File: src/rtl/adc_spi_responder.sv
// SPI-style ADC responder: returns a 12-bit channel sample MSB-first while
// clocking in a 6-bit config word that selects the channel for the next frame.
module adc_spi_responder #(
   parameter int unsigned DEFAULT_CH   = 0,
   parameter int unsigned MIN_SCLK_DIV = 8
) (
   input  logic        clock,
   input  logic        reset,
   input  logic [95:0] ch_data,
   input  logic        ADC_SCLK,
   input  logic        ADC_CS_N,
   input  logic        ADC_DIN,
   output logic        ADC_DOUT,
   output logic [2:0]  channel_sel,
   output logic [5:0]  cfg_word,
   output logic        busy,
   output logic        frame_done,
   output logic        frame_err
);

   // Each synced SCLK phase must span at least two clocks for edge detection.
   if (MIN_SCLK_DIV < 4) begin : g_div_check
      $error("adc_spi_responder: MIN_SCLK_DIV must be at least 4");
   end

   typedef enum logic [1:0] {
      IDLE,
      SHIFT,
      COMMIT
   } state_t;

   state_t      state;
   logic [2:0]  sclk_q;
   logic [2:0]  cs_q;
   logic [2:0]  din_q;
   logic [11:0] shift_out;
   logic [5:0]  cfg_shift;
   logic [3:0]  bit_cnt;
   logic        cs_pend;
   logic [11:0] sample;

   logic sclk_rise;
   logic sclk_fall;
   logic cs_rise;
   logic cs_fall;
   logic din_s;

   // [0],[1] synchronize; [2] is the edge-detect register.
   always_ff @(posedge clock or negedge reset) begin
      if (!reset) begin
         sclk_q <= '0;
         cs_q   <= '0;
         din_q  <= '0;
      end else begin
         sclk_q <= {sclk_q[1:0], ADC_SCLK};
         cs_q   <= {cs_q[1:0], ADC_CS_N};
         din_q  <= {din_q[1:0], ADC_DIN};
      end
   end

   assign sclk_rise = sclk_q[1] & ~sclk_q[2];
   assign sclk_fall = ~sclk_q[1] & sclk_q[2];
   assign cs_rise   = cs_q[1] & ~cs_q[2];
   assign cs_fall   = ~cs_q[1] & cs_q[2];
   assign din_s     = din_q[2];

   always_comb begin
      sample = ch_data[11:0];
      case (channel_sel)
         3'd0: sample = ch_data[11:0];
         3'd1: sample = ch_data[23:12];
         3'd2: sample = ch_data[35:24];
         3'd3: sample = ch_data[47:36];
         3'd4: sample = ch_data[59:48];
         3'd5: sample = ch_data[71:60];
         3'd6: sample = ch_data[83:72];
         3'd7: sample = ch_data[95:84];
         default: sample = ch_data[11:0];
      endcase
   end

   always_ff @(posedge clock or negedge reset) begin
      if (!reset) begin
         state       <= IDLE;
         ADC_DOUT    <= 1'b0;
         busy        <= 1'b0;
         frame_done  <= 1'b0;
         frame_err   <= 1'b0;
         bit_cnt     <= '0;
         shift_out   <= '0;
         cfg_shift   <= '0;
         cs_pend     <= 1'b0;
         channel_sel <= 3'(DEFAULT_CH);
         cfg_word    <= '0;
      end else begin
         frame_done <= 1'b0;
         frame_err  <= 1'b0;
         case (state)
            IDLE: begin
               busy     <= 1'b0;
               ADC_DOUT <= 1'b0;
               if (cs_fall || cs_pend) begin
                  cs_pend   <= 1'b0;
                  shift_out <= sample;
                  cfg_shift <= '0;
                  bit_cnt   <= '0;
                  busy      <= 1'b1;
                  ADC_DOUT  <= sample[11];
                  state     <= SHIFT;
               end
            end
            SHIFT: begin
               // CS_N rising wins over any coincident SCLK edge.
               if (cs_rise) begin
                  busy     <= 1'b0;
                  ADC_DOUT <= 1'b0;
                  if (bit_cnt == 4'd12) begin
                     state <= COMMIT;
                  end else begin
                     frame_err <= 1'b1;
                     cfg_shift <= '0;
                     state     <= IDLE;
                  end
               end else if (sclk_rise) begin
                  if (bit_cnt < 4'd6) begin
                     cfg_shift <= {cfg_shift[4:0], din_s};
                  end
                  if (bit_cnt != 4'd12) begin
                     bit_cnt <= bit_cnt + 4'd1;
                  end
               end else if (sclk_fall) begin
                  if (bit_cnt < 4'd12) begin
                     ADC_DOUT  <= shift_out[10];
                     shift_out <= {shift_out[10:0], 1'b0};
                  end else begin
                     ADC_DOUT <= 1'b0;
                  end
               end
            end
            COMMIT: begin
               cfg_word   <= cfg_shift;
               frame_done <= 1'b1;
               busy       <= 1'b0;
               if (cfg_shift[5]) begin
                  channel_sel <= {cfg_shift[3], cfg_shift[2], cfg_shift[4]};
               end
               // A frame start seen here is replayed from IDLE next cycle.
               cs_pend <= cs_fall;
               state   <= IDLE;
            end
            default: state <= IDLE;
         endcase
      end
   end

endmodule

File: config.mk
export PLATFORM = sky130hd
export DESIGN_NAME = adc_spi_responder
export DESIGN_NICKNAME = d
export VERILOG_FILES = /design/src/rtl/adc_spi_responder.sv
export SDC_FILE = /design/constraint.sdc
export NUM_CORES = 1
export LEC_CHECK = 0
export BUFFER_PORTS_ARGS = -buffer_cell sky130_fd_sc_hd__buf_2
export CAP_MARGIN = 10
export CORE_UTILIZATION = 30
export CTS_CLUSTER_SIZE = 28
export DETAILED_ROUTE_END_ITERATION = 12
export SLEW_MARGIN = 20
export SYNTH_ARGS = -nofsm -noshare
export SYNTH_HDL_FRONTEND = slang
export SYNTH_SLANG_ARGS = --single-unit
export TNS_END_PERCENT = 100
File: constraint.sdc
create_clock -name clock -period 4.8 [get_ports clock]
set_input_delay 0.48 -clock clock [delete_from_list [all_inputs] [get_ports clock]]
set_output_delay 0.48 -clock clock [all_outputs]
set_load 0.05 [all_outputs]
==> results of run 1 <==
-- where the power goes --
part / internal [uW] / switching [uW]
Clock: 105 / 145
Sequential: 458 / 50.3
Combinational: 151 / 218
Total: 714 / 413
-- cell type report --
type / instances / area (um2)
clock buffer: 5 / 68.8
clock inverter: 3 / 25.0
fill: 926 / 5320
inverter: 17 / 63.8
multi-input combinational: 206 / 1420
sequential: 46 / 1150
tap: 108 / 135
timing repair buffer: 115 / 583
-- metal layers --
layer,global-route usage,part of all wire
met5,0,0
met4,0.0441,0.011
met3,0.0273,0.054
met2,0.272,0.49
met1,0.203,0.45
-- layout by cell type (no fill, tap or decap), types with 3 or more instances in the layout --
| master | n |
|---|---|
| buf_2 | 112 |
| dfrtp_1 | 46 |
| nand2_1 | 34 |
| mux2i_1 | 24 |
| nor2_1 | 23 |
| inv_1 | 15 |
| o21ai_0 | 15 |
| a221oi_1 | 14 |
| a21oi_1 | 9 |
| nor2b_1 | 8 |
| o211ai_1 | 8 |
| o22ai_1 | 7 |
| o221ai_1 | 7 |
| mux2_2 | 7 |
| nor3_1 | 6 |
| ha_1 | 5 |
| clkbuf_8 | 5 |
| nand2b_1 | 3 |
| buf_4 | 3 |
-- logic make-up (layout without fill, tap and decap cells) --
group	count (synthesis)	count (layout)	synth area share
buf+inv	36	140	0.0600
flops	46	46	0.421
fa+ha+maj	5	5	0.0229
simple gates	87	87	0.149
xor+xnor	2	2	0.00641
compound gates	79	79	0.207
mux	33	33	0.133
-- registers in the layout (all words and copies together) (netlist names), 2 cells and up --
name	count
sclk_q	3
cfg_word	6
bit_cnt	4
cs_q	3
state	2
channel_sel	3
din_q	3
cfg_shift	6
shift_out	11
-- stage by stage --
| stage | hold WS [ns] | worst slack (ns) | std cells |
|---|---|---|---|
| 2_1_floorplan | 0.184 | 2.89 | 288 |
| 3_3_place_gp | 0.332 | 2.10 | 492 |
| 3_5_place_dp | 0.338 | 2.07 | 492 |
| 4_1_cts | 0.258 | 2.06 | 500 |
| 5_1_grt | 0.205 | 1.79 | 500 |
| 6_report | 0.171 | 2.09 | 500 |
-- how the worst min path moves through the flow --
stage                                    from                       to  slack [ns]
final                                   reset        cs_q[0]$_DFF_PN0_        0.17
after global routing                    reset  cfg_word[1]$_DFFE_PN0P_        0.21
after CTS                            ADC_SCLK      sclk_q[0]$_DFF_PN0_        0.26
after detailed placement  sclk_q[0]$_DFF_PN0_      sclk_q[1]$_DFF_PN0_        0.34
after global placement     din_q[1]$_DFF_PN0_       din_q[2]$_DFF_PN0_        0.33
after floorplan                         reset     ADC_DOUT$_DFFE_PN0P_        0.18
-- critical path: cells and delay by family (launching register included) --
family / cells / cell delay, ns
flops: 1 / 0.97
compound gates: 4 / 0.81
simple gates: 1 / 0.77
==> run metrics, run 1 <==
Post-Route WL 7350 um; Worst Setup End Kind flip-flop; quantity of I/O buffers inserted on ports 113; CTS Root Buffer Type clkbuf_8; most numerous cell types in the synthesized netlist dfrtp_1, nand2_1, mux2i_1, nor2_1; synth unique cells 49; CTS sink count 46; share of the yosys chip area belonging to registers 0.421; Main synth FF type dfrtp_1; final routed wire length divided by cell count 14.7 um; outcome complete, no violations; Worst Path Class, Setup flip-flop to flip-flop; Post-Route Setup TNS 0 ns; Syn. warnings 0; area of the mapped netlist 2730 um2; count of cells along the worst register-to-register path 5; max-cap violation count 0; placed standard-cell area 3350 um2; crit-path max FO 28; count of endpoints failing hold in the final timing report 0; Pwr per Cell Area 327 nW/um2; initial standard-cell utilization of the core 0.312; die boundary width 97.5 um; final period utilization 0.564; share of the core filled with cells 0.393; hpwl dp 5550 um; worst r2r src channel_sel[0]$_DFFE_PN0P_; worst-skew pair later-pin latency 0.31 ns; fraction of synthesized cell area taken by the top area cell type 0.421; aggregate global-route resource usage 0.158; top post-synthesis cells by area dfrtp_1, mux2i_1, nand2_1; DRC errors left 0; endpoint arrival time on the critical path 2.88 ns; Critical Path Source channel_sel[0]$_DFFE_PN0P_; number of setup violations in the final report 0; clock input transition at the sequential cells of the worst setup and hold paths 0.09 ns; count of mapped cells out of synthesis 288; level count of the clock H-tree 2; fraction of final layout cells with drive strength greater than 1 0.352; count of hold-fix buffers inserted at cts 0; shortest clock period the worst path allows after layout 2.71 ns; worst setup path endpoint shift_out[3]$_DFFE_PN0P_; number of register bits inferred by synthesis 46; Yosys top cell by area dfrtp_1; maximum clock path buffer count 2; DR iter-0 viols 145; Pre-antenna DRT Iters 4; Final Power 1130 uW; CTS tree yes; Std-Cell Core Area 8760 um2; fin area 3450 um2; vias in the first global route 2530; startpoint types flip-flop; Avg Vias per Cell 5.05; slowest cell delay on critical path 0.97 ns; fraction of registers with async set or reset after synthesis 1.00; mean instance size in the synthesized netlist 9.49 um2; largest net degree at the start of global routing 47; Achievable Freq 0.369 GHz; count of inserted antenna diode cells 0; Die Area 9500 um2; count of antenna-violating nets left after detailed routing 0; slowest cell on the critical path dfrtp_1; post-route clock skew 0.00642 ns; data required time at the worst endpoint 4.97 ns; min-delay worst type primary input to async pin; count of pins over their slew limit 0; number of flops mapped to enable cells by yosys 0; Layout area overhead 26.0%; count of buffers added by post-CTS timing repair for setup 0; leakage 0.00160 uW; wire length of the first global-routing pass 12200 um; reg-to-reg critical path endpoint shift_out[3]$_DFFE_PN0P_; antenna violations before repair 0; final net count 497; DR vias 2527; global-route congestion overflow total 0; Final Wtd Congestion 0.814; maximum resistive drop on vdd 0.000210 V; worst-path cell chain nor2b_1 -> a221oi_1 -> a311oi_1 -> o221a_2 -> a21oi_1; setup repair after global routing missed its margin no; Site Rows 34; number of top-level pins 114; most repeated cell in the gate-level netlist after synthesis dfrtp_1; cts repair resizes 0; y dimension of the die 97.5 um; FF-to-FF setup slack 2.09 ns; number of buffers created by CTS 5; max_slew headroom 0.369; pin slew with the least headroom to its limit 0.946 ns; net count after synthesis 394
No activity file was read; power rests on OpenSTA's default activity.
==> run 2, diff against run 1 <==
==> constraint.sdc (replaced) <==
create_clock -name clock -period 2.58 [get_ports clock]
set_input_delay 0.258 -clock clock [delete_from_list [all_inputs] [get_ports clock]]
set_output_delay 0.258 -clock clock [all_outputs]
set_load 0.05 [all_outputs]
==> run metrics, run 2 (same netlist as run 1, synthesis figures left out) <==
min-delay worst type primary input to async pin; placed standard-cell area 3390 um2 (+1.3%); Pwr per Cell Area 639 nW/um2 (+95%); leading cell types in the layout, fill and taps excluded buf_2, dfrtp_1, nand2_1, mux2i_1, nor2_1; endpoint arrival time on the critical path 2.30 ns (-0.58 ns); number of setup violations in the final report 0 (unchanged); DRC errors left 0 (unchanged); die boundary width 97.5 um (unchanged); DR vias 2624 (+3.8%); hpwl dp 5880 um (+6.0%); outcome finished, violations left; global-route congestion overflow total 0 (unchanged); count of inserted antenna diode cells 0 (unchanged); registers with the most flip-flops shift_out (11), cfg_shift (6), cfg_word (6); total of fill cells in the finished design 900 (-2.8%); count of buffers added by post-CTS timing repair for setup 0 (unchanged); dpl cells 498 (+1.2%); Most Used Layer, Global Route met2; worst path bufs/invs 1 (+1); hold slack final -0.0573 ns (-0.228 ns); final routed wire length divided by cell count 15.1 um (+2.7%); worst-path cell chain buf_4 -> nor2b_1 -> a221oi_1 -> nor2_1 -> o221ai_1 -> o211ai_1; maximum clock path buffer count 2 (unchanged); number of gates on the worst path with buffers counted 6 (+1); commonest non-fill, non-tap cell in the layout buf_2; largest net degree at the start of global routing 47 (unchanged); antenna violations before repair 1 (+1); fraction of final layout cells with drive strength greater than 1 0.362 (+0.00977); final period utilization 0.800 (+0.236); Worst Path Class, Setup flip-flop to flip-flop; top cell family by delay on the critical path simple AND/OR/NAND/NOR gates; CTS Root Buffer Type clkbuf_8; max_slew headroom 0.510 (+0.141); count of hold-fix buffers inserted at cts 0 (unchanged); Pre-antenna DRT Iters 4 (unchanged); number of top-level pins 114 (unchanged); max-cap violation count 0 (unchanged); slowest cell on the critical path nor2b_1; Post-Route WL 7640 um (+3.9%); crit-path max FO 19 (-32%); worst-skew pair later-pin latency 0.31 ns (about the same); reg-to-reg critical path endpoint shift_out[8]$_DFFE_PN0P_; shortest clock period the worst path allows after layout 2.06 ns (-0.643 ns); number of flip-flops in the largest register 11 (unchanged); startpoint types flip-flop; count of pins over their slew limit 0 (unchanged); slowest cell delay on critical path 0.59 ns (-0.38 ns); worst setup slack before clock tree synthesis 0.509 ns (-1.56 ns); worst r2r src channel_sel[0]$_DFFE_PN0P_; Die Area 9500 um2 (unchanged); Achievable Freq 0.485 GHz (+31%); post-route clock skew 0.0105 ns (+0.00408 ns); Post-Route Setup TNS 0 ns (unchanged); failing checks negative hold slack; CTS tree yes; FF-to-FF setup slack 0.52 ns (-1.58 ns); CTS sink count 46 (unchanged); quantity of I/O buffers inserted on ports 113 (unchanged); DR iter-0 viols 87 (-40%); fin area 3510 um2 (+2.0%); pin slew with the least headroom to its limit 0.734 ns (-0.212 ns); Worst Setup End Kind flip-flop; level count of the clock H-tree 2 (unchanged); data required time at the worst endpoint 2.82 ns (-2.15 ns); Final Non-Filler Cells 506 (+1.2%); y dimension of the die 97.5 um (unchanged); leakage 0.00164 uW (+2.7%); number of buffers created by CTS 5 (unchanged); Avg Vias per Cell 5.19 (+2.6%); Site Rows 34 (unchanged); worst path setup slack after routing 0.517 ns (-1.58 ns); global-route track usage on met2 0.268 (-0.00430); Layout area overhead 28.6%; setup repair after global routing missed its margin no; initial standard-cell utilization of the core 0.312 (unchanged); final net count 503 (+1.2%); count of cells along the worst register-to-register path 6 (+1); cts repair resizes 0 (unchanged); aggregate global-route resource usage 0.162 (+0.00373); Std-Cell Core Area 8760 um2 (unchanged); count of endpoints failing hold in the final timing report 46 (+46); met1 GRT Util 0.208 (+0.00485); maximum resistive drop on vdd 0.000393 V (+87%); met3 demand-to-capacity share in global routing 0.0324 (+0.00504); count of antenna-violating nets left after detailed routing 0 (unchanged); vias in the first global route 2601 (+2.8%); clock input transition at the sequential cells of the worst setup and hold paths 0.10 ns (about the same); wire length of the first global-routing pass 12300 um (+0.90%); share of the core filled with cells 0.401 (+0.00785); register ranked first by flip-flop count shift_out; Final Wtd Congestion 0.834 (+2.4%)
[run 2: cell types whose count changed in the layout (fill, tap and decap cells not counted), sizes merged]
cell,delta
buf,+6
bufinv,+1
clkinv,-1
[run 2: how the worst max path moves through the flow]
stage	startpoint	endpoint	slack (ns)
floorplan	channel_sel[1]$_DFFE_PN0P_	shift_out[10]$_DFFE_PN0P_	0.67
global placement	channel_sel[0]$_DFFE_PN0P_	shift_out[8]$_DFFE_PN0P_	0.66
detailed placement	channel_sel[0]$_DFFE_PN0P_	shift_out[8]$_DFFE_PN0P_	0.51
CTS	channel_sel[0]$_DFFE_PN0P_	shift_out[8]$_DFFE_PN0P_	0.49
global route	channel_sel[0]$_DFFE_PN0P_	shift_out[8]$_DFFE_PN0P_	0.34
finish	channel_sel[0]$_DFFE_PN0P_	shift_out[8]$_DFFE_PN0P_	0.52
[run 2: report_power, final]
| group | switching (uW) | total (uW) | internal, uW |
|---|---|---|---|
| registers | 92.8 | 945 | 852 |
| logic | 425 | 729 | 304 |
| clock network | 277 | 572 | 295 |
| total | 794 | 2250 | 1450 |
[run 2: stage by stage]
step                      total power [uW]  hold slack (ns)
after floorplan                       1440          -0.0376
after global placement                1670            0.332
after detailed placement              1690            0.336
after CTS                             2270           0.0354
after global routing                  2380         0.000600
final                                 2250          -0.0573
[run 2: area by class of cell]
cell class	count	area [um2]	area share
Multi-Input combinational cell	206	1420	0.404
Sequential cell	46	1150	0.328
Timing Repair Buffer	121	628	0.179
Tap cell	108	135	0.0384
Clock buffer	5	68.8	0.0196
Inverter	17	63.8	0.0182
Clock inverter	3	48.8	0.0139
[run 2: layer usage]
metal / wire length, um / vias up / share of wire
met5: 13 / - / 0.0017
met4: 169 / 2 / 0.022
met3: 413 / 15 / 0.054
met2: 3650 / 84 / 0.48
met1: 3390 / 1255 / 0.44
li1: - / 1268 / -
[run 2: worst reg2reg max path: stages (launching register included)]
cell	delay [ns]
dfrtp_1	0.50
buf_4	0.26
nor2b_1	0.60
a221oi_1	0.21
nor2_1	0.17
o221ai_1	0.15
o211ai_1	0.11
==> run 3, diff against run 2 <==
--- a/config.mk
+++ b/config.mk
@@ -5,6 +5,7 @@
 export SDC_FILE = /design/constraint.sdc
 export NUM_CORES = 1
 export LEC_CHECK = 0
+export ABC_AREA = 1
 export BUFFER_PORTS_ARGS = -buffer_cell sky130_fd_sc_hd__buf_2
 export CAP_MARGIN = 10
 export CORE_UTILIZATION = 30
==> constraint.sdc (replaced) <==
create_clock -name clock -period 2.1 [get_ports clock]
set_input_delay 0.21 -clock clock [delete_from_list [all_inputs] [get_ports clock]]
set_output_delay 0.21 -clock clock [all_outputs]
set_load 0.05 [all_outputs]
==> run metrics, run 3 <==
number of flip-flops in the largest register 11 (unchanged); initial standard-cell utilization of the core 0.314 (+0.00165); Die Area 10200 um2 (+7.4%); worst-path cell chain inv_1 -> ha_1 -> inv_1 -> nand2_1 -> nand2_1 -> inv_1 -> nand2_1 -> clkinv_1 -> nand3_1 -> nand3_1; number of top-level pins 114 (unchanged); hpwl dp 6610 um (+12%); DRC errors left 0 (unchanged); post-synthesis share of cell area spent on xor and xnor gates 0.00596 (-0.000447); Worst Setup End Kind flip-flop; Critical Path Source state[1]$_DFFE_PN0P_; number of flops mapped to enable cells by yosys 0 (unchanged); shortest clock period the worst path allows after layout 1.91 ns (-0.156 ns); fraction of registers with async set or reset after synthesis 1.00 (unchanged); worst hold path startpoint ADC_SCLK; count of cells along the worst register-to-register path 10 (+4); y dimension of the die 101 um (+3.6%); slowest cell delay on critical path 0.40 ns (-0.19 ns); dpl cells 674 (+35%); synth unique cells 22 (-55%); Post-Route Setup TNS 0 ns (unchanged); aggregate global-route resource usage 0.170 (+0.00825); count of hold-fix buffers inserted at cts 2 (+2); top cell family by delay on the critical path simple AND/OR/NAND/NOR gates; Achievable Freq 0.524 GHz (+8.2%); outcome complete, no violations; number of buffers created by CTS 5 (unchanged); Worst Path Class, Setup flip-flop to flip-flop; number of setup violations in the final report 0 (unchanged); area of the mapped netlist 2940 um2 (+7.5%); post-route clock skew 0.00561 ns (-0.00489 ns); max-cap violation count 0 (unchanged); Final Wtd Congestion 0.880 (+5.6%); Net Sw Power 1110 uW (+39%); CTS Root Buffer Type clkbuf_8; final period utilization 0.908 (+0.109); count of mapped cells out of synthesis 443 (+54%); Final Power 2800 uW (+25%); final routed wire length divided by cell count 12.7 um (-16%); Pre-antenna DRT Iters 5 (+1); maximum clock path buffer count 2 (unchanged); mean instance size in the synthesized netlist 6.63 um2 (-30%); worst r2r src state[1]$_DFFE_PN0P_; level count of the clock H-tree 2 (unchanged); share of the yosys chip area belonging to registers 0.392 (-0.0294); commonest non-fill, non-tap cell in the layout nand2_1; vias in the first global route 2980 (+15%); leakage 0.00204 uW (+24%); Std-Cell Core Area 9370 um2 (+6.9%); DR iter-0 viols 177 (+100%); Hold Path Stages 1; Avg Vias per Cell 4.70 (-9.4%); Layout area overhead 28.2%; Final Non-Filler Cells 685 (+35%); number of gates on the worst path with buffers counted 10 (+4); min-delay worst type primary input to flip-flop; combinational fraction of design power 0.376 (+0.051); count of inserted antenna diode cells 0 (unchanged); leading cell types in the layout, fill and taps excluded nand2_1, buf_2, nor2_1, nand3_1, dfrtp_1; register ranked first by flip-flop count shift_out; Yosys top cell by area dfrtp_1; total of fill cells in the finished design 1035 (+15%); registers with the most flip-flops shift_out (11), cfg_shift (6), cfg_word (6); maximum resistive drop on vdd 0.000451 V (+15%); wire length of the first global-routing pass 13700 um (+12%); fraction of final layout cells with drive strength greater than 1 0.250 (-0.112); crit-path max FO 10 (-9); Main synth FF type dfrtp_1; count of pins over their slew limit 0 (unchanged); most repeated cell in the gate-level netlist after synthesis nand2_1; Adder-Cell Fraction of Synth Area 0.0213 (-0.00160); slowest cell on the critical path dfrtp_1; basic-gate share of the synthesized area counting and, or, nand and nor cells 0.427 (+0.277); clock input transition at the sequential cells of the worst setup and hold paths 0.09 ns (about the same); count of endpoints failing hold in the final timing report 0 (-100%); part of the power in registers 0.428 (+0.007); proportion of total power due to net switching 0.396 (+0.0423); max_slew headroom 0.511 (+0.00153); global-route congestion overflow total 0 (unchanged); fin area 3770 um2 (+7.2%); CTS sink count 46 (unchanged); count of antenna-violating nets left after detailed routing 0 (unchanged); post-synthesis mux area share 0 (-0.133); number of register bits inferred by synthesis 46 (unchanged); hold slack final 0.0163 ns (+0.0736 ns); Post-Route WL 8690 um (+14%); final net count 661 (+31%); quantity of I/O buffers inserted on ports 113 (unchanged); startpoint types flip-flop; cts repair resizes 0 (unchanged); top post-synthesis cells by area dfrtp_1, nand2_1, nand3_1; Clk pwr share 0.195 (-0.060); setup repair after global routing missed its margin no; largest net degree at the start of global routing 47 (unchanged); count of buffers added by post-CTS timing repair for setup 0 (unchanged); die boundary width 101 um (+3.6%); worst path bufs/invs 4 (+3); pin slew with the least headroom to its limit 0.730 ns (-0.00348 ns); data required time at the worst endpoint 2.28 ns (-0.54 ns); Site Rows 35 (+2.9%); fraction of synthesized cell area taken by the top area cell type 0.392 (-0.0294); net count after synthesis 549 (+39%); compound-cell area share of the yosys netlist 0.0677 (-0.140); combinational family with the most area after synthesis simple AND/OR/NAND/NOR gates; worst-skew pair later-pin latency 0.30 ns (about the same); DR vias 3220 (+23%); placed standard-cell area 3640 um2 (+7.3%); CTS tree yes; total internal power 1690 uW (+16%); most numerous cell types in the synthesized netlist nand2_1, nor2_1, nand3_1, dfrtp_1, nand4_1; Pwr per Cell Area 742 nW/um2 (+16%); Syn. warnings 0 (unchanged); antenna violations before repair 0 (-1); endpoint arrival time on the critical path 2.08 ns (-0.22 ns)
## run 3: path summary, 6_finish.rpt
check                                                 end  slack, ns
worst min register to register         din_q[2]$_DFF_PN0_       0.35
worst max-delay path            shift_out[10]$_DFFE_PN0P_       0.19
max in group asynchronous        shift_out[4]$_DFFE_PN0P_       1.16
worst max register to register  shift_out[10]$_DFFE_PN0P_       0.19
worst min-delay path                  sclk_q[0]$_DFF_PN0_       0.02
min in group asynchronous              din_q[0]$_DFF_PN0_       0.53
## run 3: final cells by class
class                           count  area (um2)  share of cell area
Tap cell                          129         161              0.0428
Inverter                           38         143              0.0379
Sequential cell                    46        1150               0.306
Timing Repair Buffer              128         686               0.182
Multi-Input combinational cell    336        1530               0.407
Clock buffer                        5        68.8              0.0183
Clock inverter                      3        25.0             0.00664
## run 3: metrics by stage
stage,util,setup WS [ns]
global route,0.402,0.00204
finish,0.402,0.192
detailed placement,0.389,0.192
global placement,0.389,0.259
floorplan,-,0.399
CTS,0.401,0.186
## run 3: kinds of logic (layout without fill, tap and decap cells)
family / Yosys count / after routing
buffers and inverters: 61 / 174
adder cells (fa/ha/maj): 5 / 5
XOR/XNOR: 2 / 2
AND/OR/NAND/NOR: 290 / 290
flip-flops: 46 / 46
AO/OA/AOI/OAI: 39 / 39
## run 3: power groups by stage
| stage | Sequential [uW] | Combinational, uW | Clock (uW) |
|---|---|---|---|
| finish | 1200 | 1050 | 546 |
| global route | 1220 | 1190 | 612 |
| CTS | 1200 | 1060 | 568 |
| detailed placement | 1220 | 1060 | 0 |
| global placement | 1210 | 1020 | 0 |
| floorplan | 1250 | 658 | 0 |
## run 3: layer usage
| metal | vias to the layer above | wire length, um | global-route usage | part of all wire |
|---|---|---|---|---|
| met1 | 1441 | 4030 | 0.227 | 0.46 |
| met5 | - | 0 | 0 | 0 |
| li1 | 1665 | - | - | - |
| met3 | 11 | 497 | 0.0305 | 0.057 |
| met2 | 103 | 4060 | 0.287 | 0.47 |
| met4 | 0 | 111 | 0.0379 | 0.013 |
